--- src/rtl/uart_pkg.sv ---
// Shared types and constants for the UART receiver family.
// Parity encodings and receiver FSM state enumeration.
package uart_pkg;

  localparam int PAR_NONE = 0;
  localparam int PAR_ODD  = 1;
  localparam int PAR_EVEN = 2;

  typedef enum logic [2:0] {
    ST_IDLE   = 3'd0,
    ST_START  = 3'd1,
    ST_DATA   = 3'd2,
    ST_PARITY = 3'd3,
    ST_STOP   = 3'd4
  } rx_state_t;

endpackage

--- src/rtl/uart_rx_fifo.sv ---
// Small synchronous FIFO holding received frames with their error tags.
// Show-ahead head; a pop in the same cycle frees a slot for a push when full.
module uart_rx_fifo #(
  parameter int WIDTH = 10,
  parameter int DEPTH = 4
) (
  input  logic             clk,
  input  logic             rst,
  input  logic             i_push,
  input  logic [WIDTH-1:0] i_din,
  input  logic             i_pop,
  output logic [WIDTH-1:0] o_dout,
  output logic             o_full,
  output logic             o_empty
);

  localparam int AW = $clog2(DEPTH);

  logic [WIDTH-1:0] r_mem [DEPTH];
  logic [AW:0]      r_wr;
  logic [AW:0]      r_rd;
  logic             w_pop;
  logic             w_wr;

  assign o_empty = (r_wr == r_rd);
  assign o_full  = (r_wr[AW] != r_rd[AW]) &&
                   (r_wr[AW-1:0] == r_rd[AW-1:0]);
  assign w_pop   = i_pop & ~o_empty;
  assign w_wr    = i_push & (~o_full | w_pop);
  assign o_dout  = r_mem[r_rd[AW-1:0]];

  // Storage array and pointers; pointers wrap naturally.
  always_ff @(posedge clk or posedge rst) begin
    if (rst) begin
      r_wr <= '0;
      r_rd <= '0;
      for (int i = 0; i < DEPTH; i++) r_mem[i] <= '0;
    end else begin
      if (w_wr) begin
        r_mem[r_wr[AW-1:0]] <= i_din;
        r_wr <= r_wr + 1'b1;
      end
      if (w_pop) r_rd <= r_rd + 1'b1;
    end
  end

endmodule

--- src/rtl/uart_rx_ovs.sv ---
// Parametrised oversampling UART receiver feeding a frame FIFO.
// Define UART_RX_MAJORITY_EN for 2-of-3 majority sampling around mid-bit.
module uart_rx_ovs
  import uart_pkg::*;
#(
  parameter int CLKS_PER_BAUD = 1250,
  parameter int DATA_BITS     = 8,
  parameter int PARITY_MODE   = 2,
  parameter int STOP_BITS     = 1,
  parameter int FIFO_DEPTH    = 4
) (
  input  logic                 clk,
  input  logic                 rst,
  input  logic                 rx_serial,
  output logic [DATA_BITS-1:0] rx_data,
  output logic                 rx_parity_err,
  output logic                 rx_frame_err,
  output logic                 rx_valid,
  input  logic                 rx_ready,
  output logic                 overrun,
  input  logic                 ovr_clr,
  output logic                 busy
);

  localparam int CW  = $clog2(CLKS_PER_BAUD);
  localparam int FW  = DATA_BITS + 2;
  localparam int MID = CLKS_PER_BAUD / 2;
`ifdef UART_RX_MAJORITY_EN
  localparam int DEC = MID + 1;
`else
  localparam int DEC = MID;
`endif
  localparam logic [CW-1:0] C_LAST = CW'(CLKS_PER_BAUD - 1);
  localparam logic [CW-1:0] C_DEC  = CW'(DEC);
  localparam logic [3:0]    B_LAST = 4'(DATA_BITS - 1);
  localparam logic [3:0]    S_LAST = 4'(STOP_BITS - 1);

  rx_state_t            r_state;
  logic                 r_sync1;
  logic                 r_sync2;
  logic                 r_sync_d;
  logic [CW-1:0]        r_cnt;
  logic [3:0]           r_bitcnt;
  logic [DATA_BITS-1:0] r_shift;
  logic                 r_perr;
  logic                 r_ferr;
  logic                 w_tick;
  logic                 w_bit;
  logic                 w_push;
  logic                 w_pop;
  logic                 w_full;
  logic                 w_empty;
  logic [FW-1:0]        w_din;
  logic [FW-1:0]        w_dout;

  // Two-flop synchroniser plus a delayed copy for edge detection.
  always_ff @(posedge clk or posedge rst) begin
    if (rst) begin
      r_sync1  <= 1'b1;
      r_sync2  <= 1'b1;
      r_sync_d <= 1'b1;
    end else begin
      r_sync1  <= rx_serial;
      r_sync2  <= r_sync1;
      r_sync_d <= r_sync2;
    end
  end

`ifdef UART_RX_MAJORITY_EN
  logic r_sa;
  logic r_sb;

  // Capture the two early votes at MID-1 and MID.
  always_ff @(posedge clk or posedge rst) begin
    if (rst) begin
      r_sa <= 1'b1;
      r_sb <= 1'b1;
    end else begin
      if (r_cnt == CW'(MID - 1)) r_sa <= r_sync2;
      if (r_cnt == CW'(MID))     r_sb <= r_sync2;
    end
  end

  assign w_bit = (r_sa & r_sb) | (r_sa & r_sync2) |
                 (r_sb & r_sync2);
`else
  assign w_bit = r_sync2;
`endif

  assign w_tick = (r_cnt == C_DEC);
  assign busy   = (r_state != ST_IDLE);
  assign w_push = (r_state == ST_STOP) && w_tick &&
                  (r_bitcnt == S_LAST);
  assign w_din  = {r_ferr | ~w_bit, r_perr, r_shift};
  assign w_pop  = rx_valid & rx_ready;

  // Baud counter and frame FSM; counter keeps running so
  // each bit decision lands one baud period after the last.
  always_ff @(posedge clk or posedge rst) begin
    if (rst) begin
      r_state  <= ST_IDLE;
      r_cnt    <= '0;
      r_bitcnt <= '0;
      r_shift  <= '0;
      r_perr   <= 1'b0;
      r_ferr   <= 1'b0;
    end else begin
      r_cnt <= (r_cnt == C_LAST) ? '0 : r_cnt + 1'b1;
      unique case (r_state)
        ST_IDLE: begin
          r_cnt    <= '0;
          r_bitcnt <= '0;
          r_perr   <= 1'b0;
          r_ferr   <= 1'b0;
          if (r_sync_d & ~r_sync2) r_state <= ST_START;
        end
        ST_START: begin
          if (w_tick) r_state <= w_bit ? ST_IDLE : ST_DATA;
        end
        ST_DATA: begin
          if (w_tick) begin
            r_shift <= {w_bit, r_shift[DATA_BITS-1:1]};
            if (r_bitcnt == B_LAST) begin
              r_bitcnt <= '0;
              r_state  <= (PARITY_MODE == PAR_NONE) ?
                          ST_STOP : ST_PARITY;
            end else begin
              r_bitcnt <= r_bitcnt + 1'b1;
            end
          end
        end
        ST_PARITY: begin
          if (w_tick) begin
            r_perr  <= ((^r_shift) ^ w_bit) !=
                       (PARITY_MODE == PAR_ODD);
            r_state <= ST_STOP;
          end
        end
        ST_STOP: begin
          if (w_tick) begin
            if (!w_bit) r_ferr <= 1'b1;
            if (r_bitcnt == S_LAST) r_state <= ST_IDLE;
            else r_bitcnt <= r_bitcnt + 1'b1;
          end
        end
        default: r_state <= ST_IDLE;
      endcase
    end
  end

  // Sticky overrun: a push into a full FIFO without a pop drops
  // the frame; a new drop wins over a clear in the same cycle.
  always_ff @(posedge clk or posedge rst) begin
    if (rst) overrun <= 1'b0;
    else if (w_push & w_full & ~w_pop) overrun <= 1'b1;
    else if (ovr_clr) overrun <= 1'b0;
  end

  uart_rx_fifo #(
    .WIDTH (FW),
    .DEPTH (FIFO_DEPTH)
  ) u_fifo (
    .clk     (clk),
    .rst     (rst),
    .i_push  (w_push),
    .i_din   (w_din),
    .i_pop   (w_pop),
    .o_dout  (w_dout),
    .o_full  (w_full),
    .o_empty (w_empty)
  );

  assign rx_valid      = ~w_empty;
  assign rx_data       = w_dout[DATA_BITS-1:0];
  assign rx_parity_err = w_dout[DATA_BITS];
  assign rx_frame_err  = w_dout[DATA_BITS+1];

endmodule

--- config.mk ---
export PLATFORM = sky130hd
export DESIGN_NAME = uart_rx_ovs
export DESIGN_NICKNAME = d
export VERILOG_FILES = /design/src/rtl/uart_pkg.sv /design/src/rtl/uart_rx_fifo.sv /design/src/rtl/uart_rx_ovs.sv
export SDC_FILE = /design/constraint.sdc
export NUM_CORES = 1
export LEC_CHECK = 0
export CAP_MARGIN = 15
export CORE_MARGIN = 10
export CORE_UTILIZATION = 62
export CTS_BUF_LIST = sky130_fd_sc_hd__clkbuf_8
export DETAILED_ROUTE_END_ITERATION = 10
export GPL_ROUTABILITY_DRIVEN = 0
export PLACE_DENSITY = 0.82
export REMOVE_ABC_BUFFERS = 1
export SKIP_LAST_GASP = 1
export SLEW_MARGIN = 20
export SYNTH_ARGS = -nofsm -noshare
export SYNTH_HDL_FRONTEND = slang
export SYNTH_SLANG_ARGS = --single-unit
--- constraint.sdc ---
create_clock -name clk -period 3.35 [get_ports clk]
set_input_delay 0.8375 -clock clk [delete_from_list [all_inputs] [get_ports clk]]
set_output_delay 0.8375 -clock clk [all_outputs]
set_load 0.02 [all_outputs]
==> metrics.md, run 1 <==
| Metric | Value |
|---|---|
| Port buffer count | 17 |
| Clock Power Share | 38.3% |
| Clock Tree Buf Depth | 2 |
| Final wirelength | roughly 6.6 mm |
| First-pass GRT wire length | 11.2 mm |
| Max-slew violation count | 0 |
| Reg2reg setup slack | around 0.78 ns |
| Number of inserted diodes | 0 |
| Distinct cell type count after synthesis | 39 |
| PD cells | 459 mW/mm^2 |
| Max-cap violations | 0 |
| Worst-path clk slew | 0.08 ns |
| Initial core utilization | 65.2% |
| Hold Path Origin | r_sync1$_DFF_PP1_ |
| FF+latch count, synth | 78 |
| WP depth | 4 |
| Multi-input gate area | 0.00163 sq mm |
| Drt wl/cell | 17.4 microns |
| Crit. End Element | output pin |
| R2R Path End | u_fifo.r_mem[7]$_DFFE_PP0P_ |
| Req. time, crit path | 2.51 ns |
| Largest net degree at the start of global routing | 59 |
| M3 GR Usage | about 3.5% |
| Met1 Use GR | 18.7% |
| Avg Vias per Cell | approximately 5.8 |
| Post_cts resized | 0 |
| R2r worst-path depth | 6 |
| Worst slack, placed | 0.436 ns |
| LEAKAGE | 0.00194 uW |
| HP Class | reg2reg |
| Vias in the first global route | 2,317 |
| Vias | between 2,000 and 2,500 |
| Final Hold Vio Count | 0 |
| Clock sinks | 78 |
| Number of cells on the worst hold path | 0 |
| Synth Instances | about 280 |
| Seq pwr share | 54.7% |
| Final HPWL DP | between 4 and 5 mm |
| Final core utilization | about three quarters |
| Rows | 27 |
| Crit path max fanout | 13 |
| Fillers | slightly below 400 |
| Die Width | roughly 97 microns |
| Unrepaired setup endpoints after global routing | no |
| CP delay by family, top | flip-flops |
| Hold_buf cts | 0 |
| Crit-path cells | xor2_1 > nor2_1 > nand2_1 > clkdlybuf4s50_1 |
| CP max stage cell | dfrtp_1 |
| Worst Skew | about 0.01 ns |
| Area Growth Syn to Fin | 12.8% |
| Avg Inst Size Synth | between 10 and 15 sq um |
| Worst-Margin Slew | 0.641 ns |
| Nets | between 300 and 400 |
| Layout cells sized above 1 | 30.2% |
| Boundary pin count | 18 |
| Reg area | 0.00196 sq mm |
| Kind of critical path | reg2out |
| Async set-reset flop share out of synthesis | 100% |
| Endpoint of the worst hold path | r_sync2$_DFF_PP1_ |
| GRT Max-Usage Layer | met2 |
| Total track usage | between 10% and 20% |
| Comb pwr share | around 7.0% |
| Num CTS Buffers | 9 |
| GR Overflow Total | 0 |
| DRC errors left | 0 |
| CP bufs+invs | 1 |
| Min Tclk post-route | 3.10 ns |
| Pint | 1420 uW |
| Met2 Resource Use GR | 21.6% |
| Post-synth EDFFs | 0 |
| Post-place instance area | ~0.0039 sq mm |
| Final instance area | 0.00412 sq mm |
| Iter 0 DRT Violations | 122 |
| Initial antenna violation count | 0 |
| Switch share | 25.2% |
| Final cycle utilization of the critical path | 92.7% |
| # Post-CTS Setup Buffers | 0 |
| Mapped cell area | 0.00365 sq mm |
| Status | finished clean |
| Synth Warn # | 0 |
| Drt first pass iters | 4 |
| Worst path arrival time | 2.27 ns |
| Crit start category | flop |
| Fmax | roughly 0.32 GHz |
| Setup violations, final | 0 |
| PnR worst setup slack | approximately 0.25 ns |
| Setup_tns | 0 ns |
| Die Y | roughly 97 microns |
| Post-route ant nets | 0 |
| Slew HR | 57.3% |
| Clock root cell | clkbuf_8 |
| Post-synthesis sequential area ratio | a little over half |
| CTS H-tree lvls | 3 |
| Top FF cell, synth | dfrtp_1 |
| Reg2reg start | r_bitcnt[0]$_DFFE_PP0P_ |
| Sw power | 478 uW |
| Core area | 0.00561 sq mm |
| Total die area | 0.00937 sq mm |
| CP max stage delay | 0.76 ns |
| TritonCTS clock tree | built |
| Final total power | 1890 uW |
| VDD IR max | around 0.38 mV |
| Worst-Skew Late Latency | 0.35 ns |
==> layer usage <==
metal / vias up / part of all wire (%)
li1: 1036 / -
met1: 1124 / 48
met2: 37 / 46
met3: 9 / 3.9
met4: 0 / 1.5
met5: - / 0
==> flip-flops by register name, indices dropped and copies added, names as in the netlist <==
| signal | cells |
|---|---|
| overrun | 1 |
| r_bitcnt | 4 |
| r_cnt | 11 |
| r_ferr | 1 |
| r_perr | 1 |
| r_shift | 8 |
| r_state | 3 |
| r_sync1 | 1 |
| r_sync2 | 1 |
| r_sync_d | 1 |
| u_fifo.r_mem | 40 |
| u_fifo.r_rd | 3 |
| u_fifo.r_wr | 3 |
==> Yosys cell counts, drive strengths merged, types with 2 or more instances <==
library cell  instances  area [sq um]
nor2                 22          82.6
buf                   2          15.0
mux2                 49           552
xnor2                16           140
nor3                  2          10.0
clkbuf                5          18.8
dfrtp                75          1880
o21ai                 6          30.0
ha                    9           113
nor2b                 3          18.8
dfstp                 3          78.8
o31ai                 2          15.0
xor2                  7          61.3
mux2i                 2          20.0
a21oi                 7          35.0
inv                  10          37.5
and4bb                2          25.0
nand2                14          62.6
and3                  5          32.5
nand3                12          60.1
nand4                 2          12.5
mux4                 10           225
==> cell usage in the layout, fill, tap and decap left out, drive strengths merged, types with 2 or more instances in the layout <==
cell and instances:
a21oi 7, and3 5, and4bb 2, buf 3, clkbuf 10, clkdlybuf4s50 17
clkinvlp 2, dfrtp 75, dfstp 3, ha 9, inv 12, mux2 49
mux2i 2, mux4 10, nand2 14, nand3 12, nand4 2, nor2 22
nor2b 3, nor3 2, o21ai 6, o31ai 2, xnor2 16, xor2 7
==> final cells by class <==
cell class | count | area share [%]
Inverter | 10 | 0.911
Clock inverter | 6 | 1.64
Tap cell | 72 | 2.19
Multi-Input combinational cell | 184 | 39.5
Clock buffer | 10 | 3.34
Sequential cell | 78 | 47.5
Timing Repair Buffer | 20 | 4.98
==> stage by stage <==
step | instances | hold slack, ns
after detailed placement | 364 | 0.353
after global routing | 380 | 0.365
after CTS | 380 | 0.365
final | 380 | 0.364
after floorplan | 272 | 0.345
after global placement | 364 | 0.346
==> worst max-delay path by stage <==
stage | from | to | slack [ns]
2_1_floorplan | rst | overrun$_DFFE_PP0P_ | 0.52
3_3_place_gp | rx_ready | u_fifo.r_mem[4]$_DFFE_PP0P_ | 0.49
3_5_place_dp | rx_ready | u_fifo.r_mem[6]$_DFFE_PP0P_ | 0.44
4_1_cts | u_fifo.r_rd[1]$_DFFE_PP0P_ | rx_valid | 0.24
5_1_grt | u_fifo.r_rd[1]$_DFFE_PP0P_ | rx_valid | 0.14
6_report | u_fifo.r_rd[1]$_DFFE_PP0P_ | rx_valid | 0.25
==> logic make-up after synthesis <==
group           after synthesis  share of synthesized area, %
compound gates               20                          3.83
xor+xnor                     23                          5.51
fa+ha+maj                     9                          3.08
buf+inv                      17                          1.95
flops                        78                          53.5
mux                          61                          21.8
simple gates                 71                          10.3
==> power groups by stage <==
stage	Combinational, uW	Sequential, uW	Clock [uW]
3_3_place_gp	126	1050	0
6_report	132	1040	726
3_5_place_dp	129	1050	0
2_1_floorplan	104	1040	0
5_1_grt	151	1040	773
4_1_cts	134	1030	739
Power figures use the tool's default switching activity.
==> run 2: changes to the inputs <==
Settings changed: PLACE_DENSITY 0.82 to unset, PLACE_DENSITY_LB_ADDON set to 0.3.
==> run 2 against run 1 <==
Effect of this change: design area increased by 1.0%; largest cell class unchanged; sequential cell count unchanged; non-clock buffer count unchanged; die area unchanged; critical endpoint unchanged; sequential share of layout area decreased by 0.47 points.
==> metrics.md, run 2 (same netlist as run 1, synthesis figures left out) <==
| Metric | Value |
|---|---|
| Status | finished clean |
| Worst-Skew Late Latency | roughly 0.34 ns |
| Max-cap violations | 0 |
| HP Class | reg2reg |
| Worst path arrival time | 2.22 ns |
| Setup_tns | 0 ns |
| Boundary pin count | 18 |
| Crit. End Element | output pin |
| Slew HR | 59.1% |
| Clock root cell | clkbuf_8 |
| Kind of critical path | reg2out |
| Die Width | 96.8 microns |
| PD cells | 483 mW/mm^2 |
| LEAKAGE | 0.00197 uW |
| Core area | 0.00561 sq mm |
| VDD IR max | 0.362 mV |
| Finished Layout Cells | 380 |
| Most common cell after layout, fill and taps aside | dfrtp_1 |
| Final cycle utilization of the critical path | 91.2% |
| Sw power | about 450 uW |
| Number of inserted diodes | 0 |
| Req. time, crit path | between 2 and 3 ns |
| Avg Vias per Cell | 5.76 |
| Layout cells sized above 1 | 30.2% |
| Setup violations, final | 0 |
| Clock Power Share | 42.1% |
| Initial antenna violation count | 0 |
| Final wirelength | 6.48 mm |
| Vias in the first global route | 2,245 |
| Comb pwr share | 6.3% |
| Port buffer count | 17 |
| Final HPWL DP | between 4 and 5 mm |
| Largest regs | u_fifo.r_mem: 40 flops, r_cnt: 11 flops, r_shift: 8 flops |
| Crit path max fanout | 13 |
| Hold Slack | roughly 0.36 ns |
| Nets | 317 |
| Die Y | 96.8 microns |
| Vias | 2,189 |
| Fmax | 0.327 GHz |
| # Post-CTS Setup Buffers | 0 |
| Largest net degree at the start of global routing | 59 |
| Num CTS Buffers | 9 |
| GR Overflow Total | 0 |
| Final Hold Vio Count | 0 |
| Reg with most FFs | u_fifo.r_mem |
| Worst-path clk slew | 0.08 ns |
| Rows | 27 |
| Area Growth Syn to Fin | 13.9% |
| Post_cts resized | 0 |
| Drt wl/cell | 17.1 microns |
| DRC errors left | 0 |
| First-pass GRT wire length | roughly 11 mm |
| Total track usage | between 10% and 20% |
| Max-slew violation count | 0 |
| Max reg flops | 40 |
| Switch share | between 20 and 25% |
| Initial core utilization | 65.2% |
| Drt first pass iters | 4 |
| Crit start category | flop |
| Clock sinks | just under 80 |
| Clock Tree Buf Depth | 2 |
| Placed Cells incl. Taps | 364 |
| TritonCTS clock tree | built |
| Unrepaired setup endpoints after global routing | no |
| Worst Skew | 0.00836 ns |
| Hold_buf cts | 0 |
| Worst-Margin Slew | 0.613 ns |
| Total die area | 0.00937 sq mm |
| Post-route ant nets | 0 |
| Most frequent cells in the layout | 75 x dfrtp_1, 49 x mux2_2, 22 x nor2_1 |
| Pint | roughly 1600 uW |
| CTS H-tree lvls | 3 |
| Fillers | 379 |
| Min Tclk post-route | 3.05 ns |
| Iter 0 DRT Violations | 99 |
| Seq pwr share | 51.5% |
[run 2: cell types whose count changed in the layout (fill, tap and decap cells not counted)]
cell,delta
bufinv_16,+2
clkinvlp_4,-2
inv_6,-2
clkinv_2,+1
clkinv_4,+1
[run 2: final timing paths]
| path | startpoint | endpoint | slack, ns | cells after the start |
|---|---|---|---|---|
| worst max-delay path | u_fifo.r_rd[1]$_DFFE_PP0P_ | rx_valid | 0.30 | 4 |
| worst max register to register | r_bitcnt[0]$_DFFE_PP0P_ | u_fifo.r_mem[8]$_DFFE_PP0P_ | 0.79 | 6 |
| worst min-delay path | r_sync1$_DFF_PP1_ | r_sync2$_DFF_PP1_ | 0.36 | 0 |
| max in group asynchronous | rst | u_fifo.r_mem[15]$_DFFE_PP0P_ | 1.86 | 3 |
| min in group asynchronous | rst | r_cnt[0]$_DFF_PP0_ | 0.83 | 2 |
| worst min register to register | r_sync1$_DFF_PP1_ | r_sync2$_DFF_PP1_ | 0.36 | 0 |
[run 2: critical path, cell delays in order, from the launching register on]
cell             delay (ns)
dfrtp_1                0.74
xor2_1                 0.13
nor2_1                 0.31
nand2_1                0.14
clkdlybuf4s50_1        0.57
[run 2: metal layers]
layer  global-route usage [%]  up-vias  part of all wire, %
li1                         -     1032                    -
met1                     18.6     1098                   47
met2                     22.4       49                   47
met3                     4.68       10                  5.1
met4                     4.06        0                  1.3
met5                        0        -                    0
[run 2: through the flow]
stage	setup WS (ns)	utilization (%)	total power (uW)	cell area, sq um
after global routing	0.132	74.2	2100	4160
final	0.296	74.2	2010	4160
after CTS	0.268	74.2	2030	4160
after floorplan	0.522	-	1150	3620
after detailed placement	0.439	69.8	1190	3920
after global placement	0.504	69.8	1180	3920
[run 2: layout make-up]
class                           instances  area [sq um]  area share [%]
Inverter                               10          37.5           0.902
Multi-Input combinational cell        184          1630            39.1
Tap cell                               72          90.1            2.16
Clock inverter                          6           109            2.61
Timing Repair Buffer                   20           205            4.93
Clock buffer                           10           138            3.31
Sequential cell                        78          1960            47.0
[run 2: power by group through the flow]
stage	registers [uW]	clock network, uW	logic [uW]
5_1_grt	1050	909	147
3_3_place_gp	1050	0	126
4_1_cts	1040	867	131
3_5_place_dp	1060	0	130
6_report	1040	847	128
2_1_floorplan	1040	0	104
==> run 3: changes to the inputs <==
Settings changed: CELL_PAD_IN_SITES_DETAIL_PLACEMENT set to 0, CELL_PAD_IN_SITES_GLOBAL_PLACEMENT set to 1, CORE_UTILIZATION 62 to 52.
==> run 3 against run 2 <==
Effect of this change: register-to-register slack is essentially flat; worst hold slack gained 0.0059 ns; non-clock buffer count grew 1; highest routed layer unchanged; utilization shrank 13 points; count of clock-buffer cells in the layout grew 2; critical path depth is the same; total power shrank 1.7%; critical endpoint unchanged; largest cell class unchanged.
==> metrics.md, run 3 (same netlist as run 1, synthesis figures left out) <==
| Metric | Value |
|---|---|
| Status | finished clean |
| Fillers | 539 |
| Reg with most FFs | u_fifo.r_mem |
| Iter 0 DRT Violations | 58 |
| Seq pwr share | 52.5% |
| DRC errors left | 0 |
| Comb pwr share | 6.6% |
| Finished Layout Cells | 405 |
| Worst path arrival time | 2.17 ns |
| CP delay by family, top | flip-flops |
| Worst-Margin Slew | between 0.5 and 0.6 ns |
| Largest net degree at the start of global routing | 39 |
| Final cycle utilization of the critical path | 89.8% |
| Nets | about 320 |
| Boundary pin count | 18 |
| Pint | between 1500 and 2000 uW |
| Min Tclk post-route | 3.01 ns |
| Crit path max fanout | 13 |
| Clock root cell | clkbuf_8 |
| Fmax | 0.332 GHz |
| Post-route ant nets | 0 |
| Die Y | 104 microns |
| Avg Vias per Cell | between 5 and 6 |
| Die Width | 104 microns |
| CP max stage cell | dfrtp_1 |
| Worst Skew | 0.00785 ns |
| Max reg flops | 40 |
| Layout cells sized above 1 | between 30% and 40% |
| Final HPWL DP | 4.31 mm |
| Drt wl/cell | 15.9 microns |
| Final Hold Vio Count | 0 |
| Area Growth Syn to Fin | 14.6% |
| Vias in the first global route | 2,338 |
| Sw power | 452 uW |
| LEAKAGE | 0.00197 uW |
| CTS H-tree lvls | 3 |
| Placed Cells incl. Taps | 389 |
| WP depth | 4 |
| Reg2reg setup slack | 0.80 ns |
| Most common cell after layout, fill and taps aside | dfrtp_1 |
| Max-slew violation count | 0 |
| Number of inserted diodes | 0 |
| Setup violations, final | 0 |
| Final wirelength | 6.43 mm |
| CP bufs+invs | 1 |
| Switch share | 22.9% |
| Clock Power Share | ~41% |
| HP Class | reg2reg |
| Port buffer count | 17 |
| Critical Path End | rx_valid |
| Initial antenna violation count | 0 |
| PD cells | 472 mW/mm^2 |
| Total die area | 0.0108 sq mm |
| Hold_buf cts | 0 |
| Crit-path cells | xor2_1 > nor2_1 > nand2_1 > clkdlybuf4s50_1 |
| VDD IR max | 0.344 mV |
| Total track usage | 12.8% |
| CP max stage delay | roughly 0.7 ns |
| Vias | approximately 2,200 |
| Max-cap violations | 0 |
| Clock Tree Buf Depth | 2 |
| Clock sinks | 78 |
| Hold Slack | 0.364 ns |
| # Post-CTS Setup Buffers | 0 |
| Setup_tns | 0 ns |
| GR Overflow Total | 0 |
| TritonCTS clock tree | built |
| Unrepaired setup endpoints after global routing | no |
| Num CTS Buffers | 9 |
| Crit. End Element | output pin |
| Worst-Skew Late Latency | 0.35 ns |
| Drt first pass iters | 6 |
| Initial core utilization | a little over half |
| Largest regs | u_fifo.r_mem: 40 flops, r_cnt: 11 flops, r_shift: 8 flops |
| Post_cts resized | 0 |
| R2r worst-path depth | 6 |
| Slew HR | 60.7% |
| First-pass GRT wire length | 11.5 mm |
| Crit start category | flop |
| Rows | 30 |
| Most frequent cells in the layout | 75 x dfrtp_1, 49 x mux2_2, 22 x nor2_1 |
| Kind of critical path | reg2out |
| CP Launch Point | u_fifo.r_rd[1]$_DFFE_PP0P_ |
| Reg2reg start | r_bitcnt[0]$_DFFE_PP0P_ |
| Core area | about 0.0068 sq mm |
| R2R Path End | u_fifo.r_mem[9]$_DFFE_PP0P_ |
| Worst-path clk slew | 0.07 ns |
| Req. time, crit path | 2.51 ns |
run 3: cell types whose count changed in the layout (fill, tap and decap cells not counted):
cell       previous run  this run
inv_1                 9        10
clkbuf_8             10        12
clkinv_4              1         0
clkinv_2              2         1
buf_4                 2         3
bufinv_16             3         2
run 3: through the flow:
stage,setup slack [ns],instance area (sq um),util [%],total power [uW]
after floorplan,0.522,3620,-,1150
after global placement,0.453,3950,58.2,1180
after detailed placement,0.458,3950,58.2,1190
after CTS,0.299,4190,61.6,2000
after global routing,0.174,4190,61.6,2060
final,0.341,4190,61.6,1980
run 3: worst min-delay path by stage:
stage | from | endpoint | depth (start not counted)
after floorplan | r_sync1$_DFF_PP1_ | r_sync2$_DFF_PP1_ | 0
after global placement | r_sync1$_DFF_PP1_ | r_sync2$_DFF_PP1_ | 0
after detailed placement | r_sync1$_DFF_PP1_ | r_sync2$_DFF_PP1_ | 0
after CTS | r_sync1$_DFF_PP1_ | r_sync2$_DFF_PP1_ | 0
after global routing | r_sync1$_DFF_PP1_ | r_sync2$_DFF_PP1_ | 0
final | r_sync1$_DFF_PP1_ | r_sync2$_DFF_PP1_ | 0
run 3: power groups by stage:
stage          clock network, uW  registers, uW  logic [uW]
5_1_grt                      858           1050         152
2_1_floorplan                  0           1040         104
4_1_cts                      826           1040         134
3_5_place_dp                   0           1060         134
6_report                     807           1040         131
3_3_place_gp                   0           1050         129
run 3: area by class of cell:
type | instances | area [sq um] | share of cell area [%]
flip-flops and latches | 78 | 1960 | 46.7
multi-input cells | 184 | 1630 | 38.9
repair buffers | 21 | 213 | 5.08
clock buffers | 12 | 165 | 3.94
well taps | 96 | 120 | 2.87
clock inverters | 4 | 68.8 | 1.64
inverters | 10 | 37.5 | 0.896
run 3: metal layers:
layer	wire length, microns	up-vias	GRT usage (%)
li1	-	1046	-
met1	2960	1142	16.2
met2	3130	33	20.8
met3	216	9	2.60
met4	122	0	5.67
met5	0	-	0
